## src/rtl/level_sequencer_pkg.sv

```systemverilog
// Shared types for the symbol-counting game controller.
// Holds the FSM state encoding, datapath widths and the |a-b| helper.
package symcounter_pkg;

  localparam int DIFF_W  = 5;
  localparam int LEVEL_W = 4;

  typedef enum logic [2:0] {
    S_IDLE  = 3'd0,
    S_LOAD  = 3'd1,
    S_SHOW  = 3'd2,
    S_COUNT = 3'd3,
    S_JUDGE = 3'd4,
    S_LOSE  = 3'd5,
    S_WIN   = 3'd6
  } state_t;

  function automatic logic [DIFF_W-1:0] abs_diff(
    input logic [DIFF_W-1:0] a,
    input logic [DIFF_W-1:0] b
  );
    return (a >= b) ? (a - b) : (b - a);
  endfunction

endpackage

```

## src/rtl/level_sequencer_if.sv

```systemverilog
// Game-flow bundle between level_sequencer (master) and the game.
// Inputs: start, userDone, target, userCount; rest are outputs.
interface level_sequencer_if;
  import symcounter_pkg::*;

  logic               start;
  logic               userDone;
  logic [DIFF_W-1:0]  target;
  logic [DIFF_W-1:0]  userCount;
  logic               targetReq;
  logic               clearCount;
  logic               showEn;
  logic               countEn;
  logic               levelComplete;
  logic [DIFF_W-1:0]  difference;
  logic [LEVEL_W-1:0] level;
  logic [3:0]         ticksLeft;
  logic               lose;
  logic               win;
  logic [2:0]         state;

  modport master (
    input  start, userDone, target, userCount,
    output targetReq, clearCount, showEn, countEn,
    output levelComplete, difference, level,
    output ticksLeft, lose, win, state
  );

  modport slave (
    output start, userDone, target, userCount,
    input  targetReq, clearCount, showEn, countEn,
    input  levelComplete, difference, level,
    input  ticksLeft, lose, win, state
  );

endinterface

```

## src/rtl/level_sequencer_tick_divider.sv

```systemverilog
// Game tick generator: one-cycle tick every TICK_DIV cycles.
// Ports: clk, rst_n (async low), clr (hold at 0), tick (pulse out).
module tick_divider #(
  parameter int TICK_DIV = 100_000_000
) (
  input  logic clk,
  input  logic rst_n,
  input  logic clr,
  output logic tick
);

  localparam int CW = (TICK_DIV > 1) ? $clog2(TICK_DIV) : 1;
  localparam logic [CW-1:0] LAST = CW'(TICK_DIV - 1);

  logic [CW-1:0] r_cnt;

  // Counter sits at 0 while cleared, so the first cycle
  // after clr drops is cycle 0 of a fresh tick period.
  assign tick = !clr && (r_cnt == LAST);

  always_ff @(posedge clk or negedge rst_n) begin
    if (!rst_n) begin
      r_cnt <= '0;
    end else if (clr || tick) begin
      r_cnt <= '0;
    end else begin
      r_cnt <= r_cnt + CW'(1);
    end
  end

endmodule

```

## src/rtl/level_sequencer.sv

```systemverilog
// Level sequencer: LOAD/SHOW/COUNT/JUDGE flow, |count-target| judge.
// Ports: Clk100M, Reset_n (async low), bus (level_sequencer_if.master).
module level_sequencer
  import symcounter_pkg::*;
#(
  parameter int TICK_DIV    = 100_000_000,
  parameter int SHOW_TICKS  = 3,
  parameter int COUNT_TICKS = 10,
  parameter int TOLERANCE   = 2,
  parameter int MAX_LEVEL   = 15
) (
  input  logic               Clk100M,
  input  logic               Reset_n,
  level_sequencer_if.master  bus
);

  state_t             r_state;
  logic               r_load_ph;
  logic [3:0]         r_show_ticks;
  logic [3:0]         r_ticks_left;
  logic [DIFF_W-1:0]  r_tgt;
  logic [DIFF_W-1:0]  r_diff;
  logic [LEVEL_W-1:0] r_level;
  logic               r_target_req;
  logic               r_clear;
  logic               r_show;
  logic               r_count;
  logic               r_lvl_done;
  logic               r_lose;
  logic               r_win;

  logic w_tick;
  logic w_clr;
  logic w_exit;

  // Timebase only runs in the timed states and restarts on entry.
  assign w_clr = !((r_state == S_SHOW) || (r_state == S_COUNT));

  tick_divider #(
    .TICK_DIV (TICK_DIV)
  ) u_tick (
    .clk   (Clk100M),
    .rst_n (Reset_n),
    .clr   (w_clr),
    .tick  (w_tick)
  );

  // Early finish and final tick on the same cycle is one exit.
  assign w_exit = bus.userDone ||
                  (w_tick && (r_ticks_left == 4'd1));

  always_ff @(posedge Clk100M or negedge Reset_n) begin
    if (!Reset_n) begin
      r_state      <= S_IDLE;
      r_load_ph    <= 1'b0;
      r_show_ticks <= '0;
      r_ticks_left <= '0;
      r_tgt        <= '0;
      r_diff       <= '0;
      r_level      <= '0;
      r_target_req <= 1'b0;
      r_clear      <= 1'b0;
      r_show       <= 1'b0;
      r_count      <= 1'b0;
      r_lvl_done   <= 1'b0;
      r_lose       <= 1'b0;
      r_win        <= 1'b0;
    end else begin
      r_target_req <= 1'b0;
      r_clear      <= 1'b0;
      r_lvl_done   <= 1'b0;
      unique case (r_state)
        S_IDLE, S_LOSE, S_WIN: begin
          if (bus.start) begin
            r_state      <= S_LOAD;
            r_load_ph    <= 1'b0;
            r_level      <= '0;
            r_diff       <= '0;
            r_lose       <= 1'b0;
            r_win        <= 1'b0;
            r_target_req <= 1'b1;
            r_clear      <= 1'b1;
          end
        end
        S_LOAD: begin
          if (!r_load_ph) begin
            r_load_ph <= 1'b1;
          end else begin
            r_tgt        <= bus.target;
            r_state      <= S_SHOW;
            r_show       <= 1'b1;
            r_show_ticks <= '0;
          end
        end
        S_SHOW: begin
          if (w_tick) begin
            if (r_show_ticks == 4'(SHOW_TICKS - 1)) begin
              r_state      <= S_COUNT;
              r_show       <= 1'b0;
              r_count      <= 1'b1;
              r_ticks_left <= 4'(COUNT_TICKS);
            end else begin
              r_show_ticks <= r_show_ticks + 4'd1;
            end
          end
        end
        S_COUNT: begin
          if (w_exit) begin
            r_state      <= S_JUDGE;
            r_count      <= 1'b0;
            r_ticks_left <= '0;
            r_diff       <= abs_diff(bus.userCount, r_tgt);
            r_lvl_done   <= 1'b1;
          end else if (w_tick) begin
            r_ticks_left <= r_ticks_left - 4'd1;
          end
        end
        S_JUDGE: begin
          if (r_diff > DIFF_W'(TOLERANCE)) begin
            r_state <= S_LOSE;
            r_lose  <= 1'b1;
          end else if (r_level == LEVEL_W'(MAX_LEVEL)) begin
            r_state <= S_WIN;
            r_win   <= 1'b1;
          end else begin
            r_state      <= S_LOAD;
            r_load_ph    <= 1'b0;
            r_level      <= r_level + LEVEL_W'(1);
            r_target_req <= 1'b1;
            r_clear      <= 1'b1;
          end
        end
        default: begin
          r_state <= S_IDLE;
        end
      endcase
    end
  end

  assign bus.targetReq     = r_target_req;
  assign bus.clearCount    = r_clear;
  assign bus.showEn        = r_show;
  assign bus.countEn       = r_count;
  assign bus.levelComplete = r_lvl_done;
  assign bus.difference    = r_diff;
  assign bus.level         = r_level;
  assign bus.ticksLeft     = r_ticks_left;
  assign bus.lose          = r_lose;
  assign bus.win           = r_win;
  assign bus.state         = r_state;

endmodule

```

## src/flat_wrapper.sv

```systemverilog
// flat-port wrapper written by rule: the top's interface ports become plain ports
module level_sequencer_flat import symcounter_pkg::*;
#(
  parameter int TICK_DIV    = 100_000_000,
  parameter int SHOW_TICKS  = 3,
  parameter int COUNT_TICKS = 10,
  parameter int TOLERANCE   = 2,
  parameter int MAX_LEVEL   = 15
)
  (Clk100M, Reset_n, bus_start, bus_userDone, bus_target, bus_userCount, bus_targetReq, bus_clearCount, bus_showEn, bus_countEn, bus_levelComplete, bus_difference, bus_level, bus_ticksLeft, bus_lose, bus_win, bus_state);
  level_sequencer_if bus_i ();
  input  logic Clk100M;
  input  logic Reset_n;
  input wire logic [$bits(bus_i.start)-1:0] bus_start;
  input wire logic [$bits(bus_i.userDone)-1:0] bus_userDone;
  input wire logic [$bits(bus_i.target)-1:0] bus_target;
  input wire logic [$bits(bus_i.userCount)-1:0] bus_userCount;
  output wire logic [$bits(bus_i.targetReq)-1:0] bus_targetReq;
  output wire logic [$bits(bus_i.clearCount)-1:0] bus_clearCount;
  output wire logic [$bits(bus_i.showEn)-1:0] bus_showEn;
  output wire logic [$bits(bus_i.countEn)-1:0] bus_countEn;
  output wire logic [$bits(bus_i.levelComplete)-1:0] bus_levelComplete;
  output wire logic [$bits(bus_i.difference)-1:0] bus_difference;
  output wire logic [$bits(bus_i.level)-1:0] bus_level;
  output wire logic [$bits(bus_i.ticksLeft)-1:0] bus_ticksLeft;
  output wire logic [$bits(bus_i.lose)-1:0] bus_lose;
  output wire logic [$bits(bus_i.win)-1:0] bus_win;
  output wire logic [$bits(bus_i.state)-1:0] bus_state;
  assign bus_i.start = bus_start;
  assign bus_i.userDone = bus_userDone;
  assign bus_i.target = bus_target;
  assign bus_i.userCount = bus_userCount;
  assign bus_targetReq = bus_i.targetReq;
  assign bus_clearCount = bus_i.clearCount;
  assign bus_showEn = bus_i.showEn;
  assign bus_countEn = bus_i.countEn;
  assign bus_levelComplete = bus_i.levelComplete;
  assign bus_difference = bus_i.difference;
  assign bus_level = bus_i.level;
  assign bus_ticksLeft = bus_i.ticksLeft;
  assign bus_lose = bus_i.lose;
  assign bus_win = bus_i.win;
  assign bus_state = bus_i.state;
  level_sequencer #(.TICK_DIV(TICK_DIV), .SHOW_TICKS(SHOW_TICKS), .COUNT_TICKS(COUNT_TICKS), .TOLERANCE(TOLERANCE), .MAX_LEVEL(MAX_LEVEL)) u_core (.Clk100M(Clk100M), .Reset_n(Reset_n), .bus(bus_i));
endmodule
```

## config.mk

```make
export PLATFORM = sky130hd
export DESIGN_NAME = level_sequencer_flat
export DESIGN_NICKNAME = d
export VERILOG_FILES = /design/src/rtl/level_sequencer_pkg.sv /design/src/rtl/level_sequencer_if.sv /design/src/rtl/level_sequencer_tick_divider.sv /design/src/rtl/level_sequencer.sv /design/src/flat_wrapper.sv
export SDC_FILE = /design/constraint.sdc
export NUM_CORES = 1
export LEC_CHECK = 0
export ABC_AREA = 1
export BUFFER_PORTS_ARGS = -buffer_cell sky130_fd_sc_hd__clkbuf_2
export CORE_MARGIN = 4
export CORE_UTILIZATION = 50
export DETAILED_ROUTE_END_ITERATION = 10
export PLACE_DENSITY = 0.68
export SETUP_SLACK_MARGIN = 0.3
export SLEW_MARGIN = 20
export SYNTH_ARGS = -nofsm -noshare
export SYNTH_HDL_FRONTEND = slang
export SYNTH_SLANG_ARGS = --single-unit
```

## constraint.sdc

```tcl
create_clock -name Clk100M -period 3.6 [get_ports Clk100M]
set_input_delay 0.36 -clock Clk100M [delete_from_list [all_inputs] [get_ports Clk100M]]
set_output_delay 0.36 -clock Clk100M [all_outputs]
set_load 0.02 [all_outputs]
```

==> flow_results.org <==
** Status
- Result of the run :: complete, no violations

** Power
- Across the VDD grid, the largest voltage drop is 0.000307 V.
- Power density relative to cell area :: 698 nW/um^2
- Final total power :: 2.87 mW
- Lkg Pwr :: 2.05 nW

** Critical path
- Startpoint types :: flip-flop
- The worst register-to-register path ends at u_core.u_tick.r_cnt[20].
- Kind of end point of the critical path :: flip-flop
- Data arrival time of the worst path :: 2.11 ns
- Crit Reg-Reg Startpoint :: u_core.u_tick.r_cnt[0]
- Largest fanout on the critical path :: 17
- Data required, critical path :: 3.83 ns
- Worst-case register-to-register setup slack :: 1.71 ns
- Crit path to :: u_core.u_tick.r_cnt[20]
- The number of cells on the worst reg-to-reg path is 10.
- Critical path class :: flip-flop to flip-flop
- The critical path starts at u_core.u_tick.r_cnt[0].

** Floorplan
- Count of standard-cell rows :: 30
- The floorplan step defined a die boundary enclosing 8740 sq um.
- Starting density of the core :: 0.526
- The die is 93.5 um tall.
- In this run the count of I/O pins placed on the die edge is 37.
- The region available for standard cell placement spans 6940 sq um.
- In this run the horizontal extent of the chip is 93.5 um.

** Synth
- The Yosys step of the flow raised 0 warnings.
- Largest area contributor in the netlist :: dfrtp_1
- In the post-synthesis netlist, the cell with the most instances is nand2_1.
- Counting flops with an async set or reset pin after synthesis yields a share of 1.00.
- A synthesized cell averages 7.51 sq um.
- The share of synthesized area in the top cell type comes to 0.404.
- Of the synthesized area, sequential elements account for 0.404.
- Ranked by total cell area, the synthesized netlist is headed by dfrtp_1 (40%), nand2_1 (12%), inv_1 (7.7%), nor2_1 (6.0%), ha_1 (5.1%).
- Area of the mapped netlist :: 3650 sq um
- Post-Synthesis Net Count :: 517
- Top_reg_cell synth :: dfrtp_1
- Yosys mapped the design onto 35 distinct sky130hd cell types.
- The synthesized design contains 0 enable-type register cells.
- Counting every instance in the synthesized netlist gives 486.
- Commonest cells in the synthesized netlist :: nand2_1 (116), inv_1 (75), dfrtp_1 (59)
- Counting flops and latches in the post-synthesis netlist gives 59.

** Timing
- Setup repair after global routing left no endpoint under its margin.
- Clock Skew :: 0.0127 ns
- Setup violations remaining at the end of the flow were counted as 0.
- Worst max-slew margin expressed relative to the limit :: 0.567
- Setup total negative slack on the finished layout was measured at 0 ns.
- Post-route worst setup slack :: 1.71 ns
- Counting I/O delays and the setup requirement, the final critical path takes 1.89 ns.
- The hold violation count in the final report was 0.
- Period Utilization, post-route :: 0.524
- The max-slew violation count is 0.
- Hold slack :: 0.0309 ns
- At the pin with the least slew margin, the transition time is 0.650 ns.
- FMAX :: 530 MHz

** Drt
- After detailed routing, the number of remaining DRC violations is 0.
- Dividing the detail-routed wire length by the instance count gives 12.5 um.
- Via total after detailed routing :: 3181
- Detailed-route wire length :: 7880 um
- Drt pass-1 iters :: 5
- Using the TritonRoute via totals, the vias-per-cell ratio works out to 5.05.
- Initial detailed-routing violation count :: 217
- The detail route stage leaves a number of antenna-violating nets equal to 0.

** Clocking
- Number of buffers inserted for hold repair after clock tree synthesis :: 0
- No sink is reached through more buffers than the 2 on the longest clock path.
- Post-CTS repair changed the size of 0 cells.
- The tree is rooted in a clkbuf_8.
- Clock tree from TritonCTS :: built
- At the later pin of the worst-skew pair, clock insertion delay measures 0.34 ns.
- After clock tree synthesis, the setup repair step added 0 buffers.
- Clock input transition at the sequential cells of the worst setup and hold paths :: 0.07 ns
- In this run the number of H-tree levels came out at 3.
- Counting the buffers created by CTS gives 9.
- The tree built by TritonCTS fans out to 59 sinks.

** Placed design
- Timing analysis after detailed placement gives a worst setup slack of 1.67 ns.
- Once detailed placement completed, the half-perimeter wirelength came to 5990 um.
- Routability-driven placement finished with a final weighted congestion of 0.865.
- Quantity of I/O buffers inserted on ports :: 36

** Layout
- In the final layout, the multi-input gates occupy 1860 sq um.
- After filler insertion, the fill cell instance count of the layout stands at 666.
- Layout area overhead :: 12.7%
- FF+latch area :: 1480 sq um
- In the final layout, the share of cells above drive strength 1 is 0.154.
- Nets@finish :: 561
- The repair_antennas step left the layout with diodes totalling 0.

** GRT
- Initial antenna violation count :: 0
- Entering global routing, the biggest net connects 26 pins.
- The via count of the first global-routing pass came to 2994.
- Congestion Overflow GR :: 0
- First-pass GRT wire length :: 13900 um
- Global router's overall resource usage :: 0.201

** Hold path
- The worst hold path belongs to the class input pin to async pin.

** Flow run
- Max-cap violation count :: 0
report_power, final:
group          internal [mW]  switching (mW)  total, mW
Sequential             0.804           0.129      0.933
Clock                  0.314           0.256      0.570
Combinational          0.457           0.912       1.37
metrics by stage:
| step | utilization | std cells | cell area, sq um |
|---|---|---|---|
| detailed placement | 0.568 | 615 | 3940 |
| floorplan | - | 486 | 3650 |
| global route | 0.593 | 630 | 4120 |
| global placement | 0.568 | 615 | 3940 |
| finish | 0.593 | 630 | 4120 |
| CTS | 0.593 | 630 | 4120 |
kinds of logic after synthesis:
family,count (synthesis),share of synthesized area
buf+inv,81,0.0853
simple gates,255,0.320
compound gates,56,0.0853
xor+xnor,18,0.0432
fa+ha+maj,17,0.0624
flops,59,0.404
final cells by class:
type	instances	share of cell area
Clock buffer	12	0.0328
Clock inverter	3	0.00973
Inverter	76	0.0693
Multi-Input combinational cell	346	0.453
Sequential cell	59	0.359
Tap cell	96	0.0292
Timing Repair Buffer	38	0.0474
placed cells by master, fill, tap and decap left out, types with 3 or more instances in the layout:
| cell type | count |
|---|---|
| or2_2 | 4 |
| nor3_1 | 13 |
| o21ai_1 | 8 |
| nand4_1 | 8 |
| a21oi_1 | 24 |
| nand3_1 | 29 |
| clkbuf_1 | 3 |
| nor2_1 | 58 |
| xor2_1 | 17 |
| o21ai_0 | 16 |
| nand2_2 | 7 |
| clkbuf_2 | 36 |
| clkbuf_8 | 9 |
| nor2_4 | 4 |
| dfrtp_1 | 59 |
| nor2_2 | 6 |
| inv_1 | 75 |
| nand2_4 | 4 |
| nand2_1 | 116 |
| ha_1 | 15 |
registers in the layout (all words and copies together), names as in the netlist, 3 cells and up:
name	cells
u_core.u_tick.r_cnt	27
u_core.bus.difference	5
u_core.r_tgt	5
u_core.bus.level	4
u_core.bus.ticksLeft	4
u_core.r_show_ticks	4
u_core.bus.state	3
worst max-delay path, stage by stage (launching register included):
cell and delay, ns:
dfrtp_1 0.38, ha_1 0.22, nand2_2 0.08, nor2_2 0.20, nand2_4 0.12, nor2_4 0.15
nand2_4 0.10, nand2_4 0.21, inv_2 0.14, o21ai_0 0.11, a21oi_1 0.06
per-layer routing:
layer	GRT usage	part of all wire
met3	0.0354	0.048
met2	0.308	0.45
met1	0.279	0.49
met5	0	0
met4	0.0867	0.021
worst min path at each step:
stage                  from                      end  depth (start not counted)
finish              Reset_n  u_core.u_tick.r_cnt[19]                          1
global route        Reset_n  u_core.u_tick.r_cnt[19]                          1
CTS                 Reset_n        u_core.bus.showEn                          1
detailed placement  Reset_n  u_core.u_tick.r_cnt[19]                          1
global placement    Reset_n  u_core.u_tick.r_cnt[19]                          1
floorplan           Reset_n       u_core.bus.countEn                          0
No activity file was read; power rests on OpenSTA's default activity.
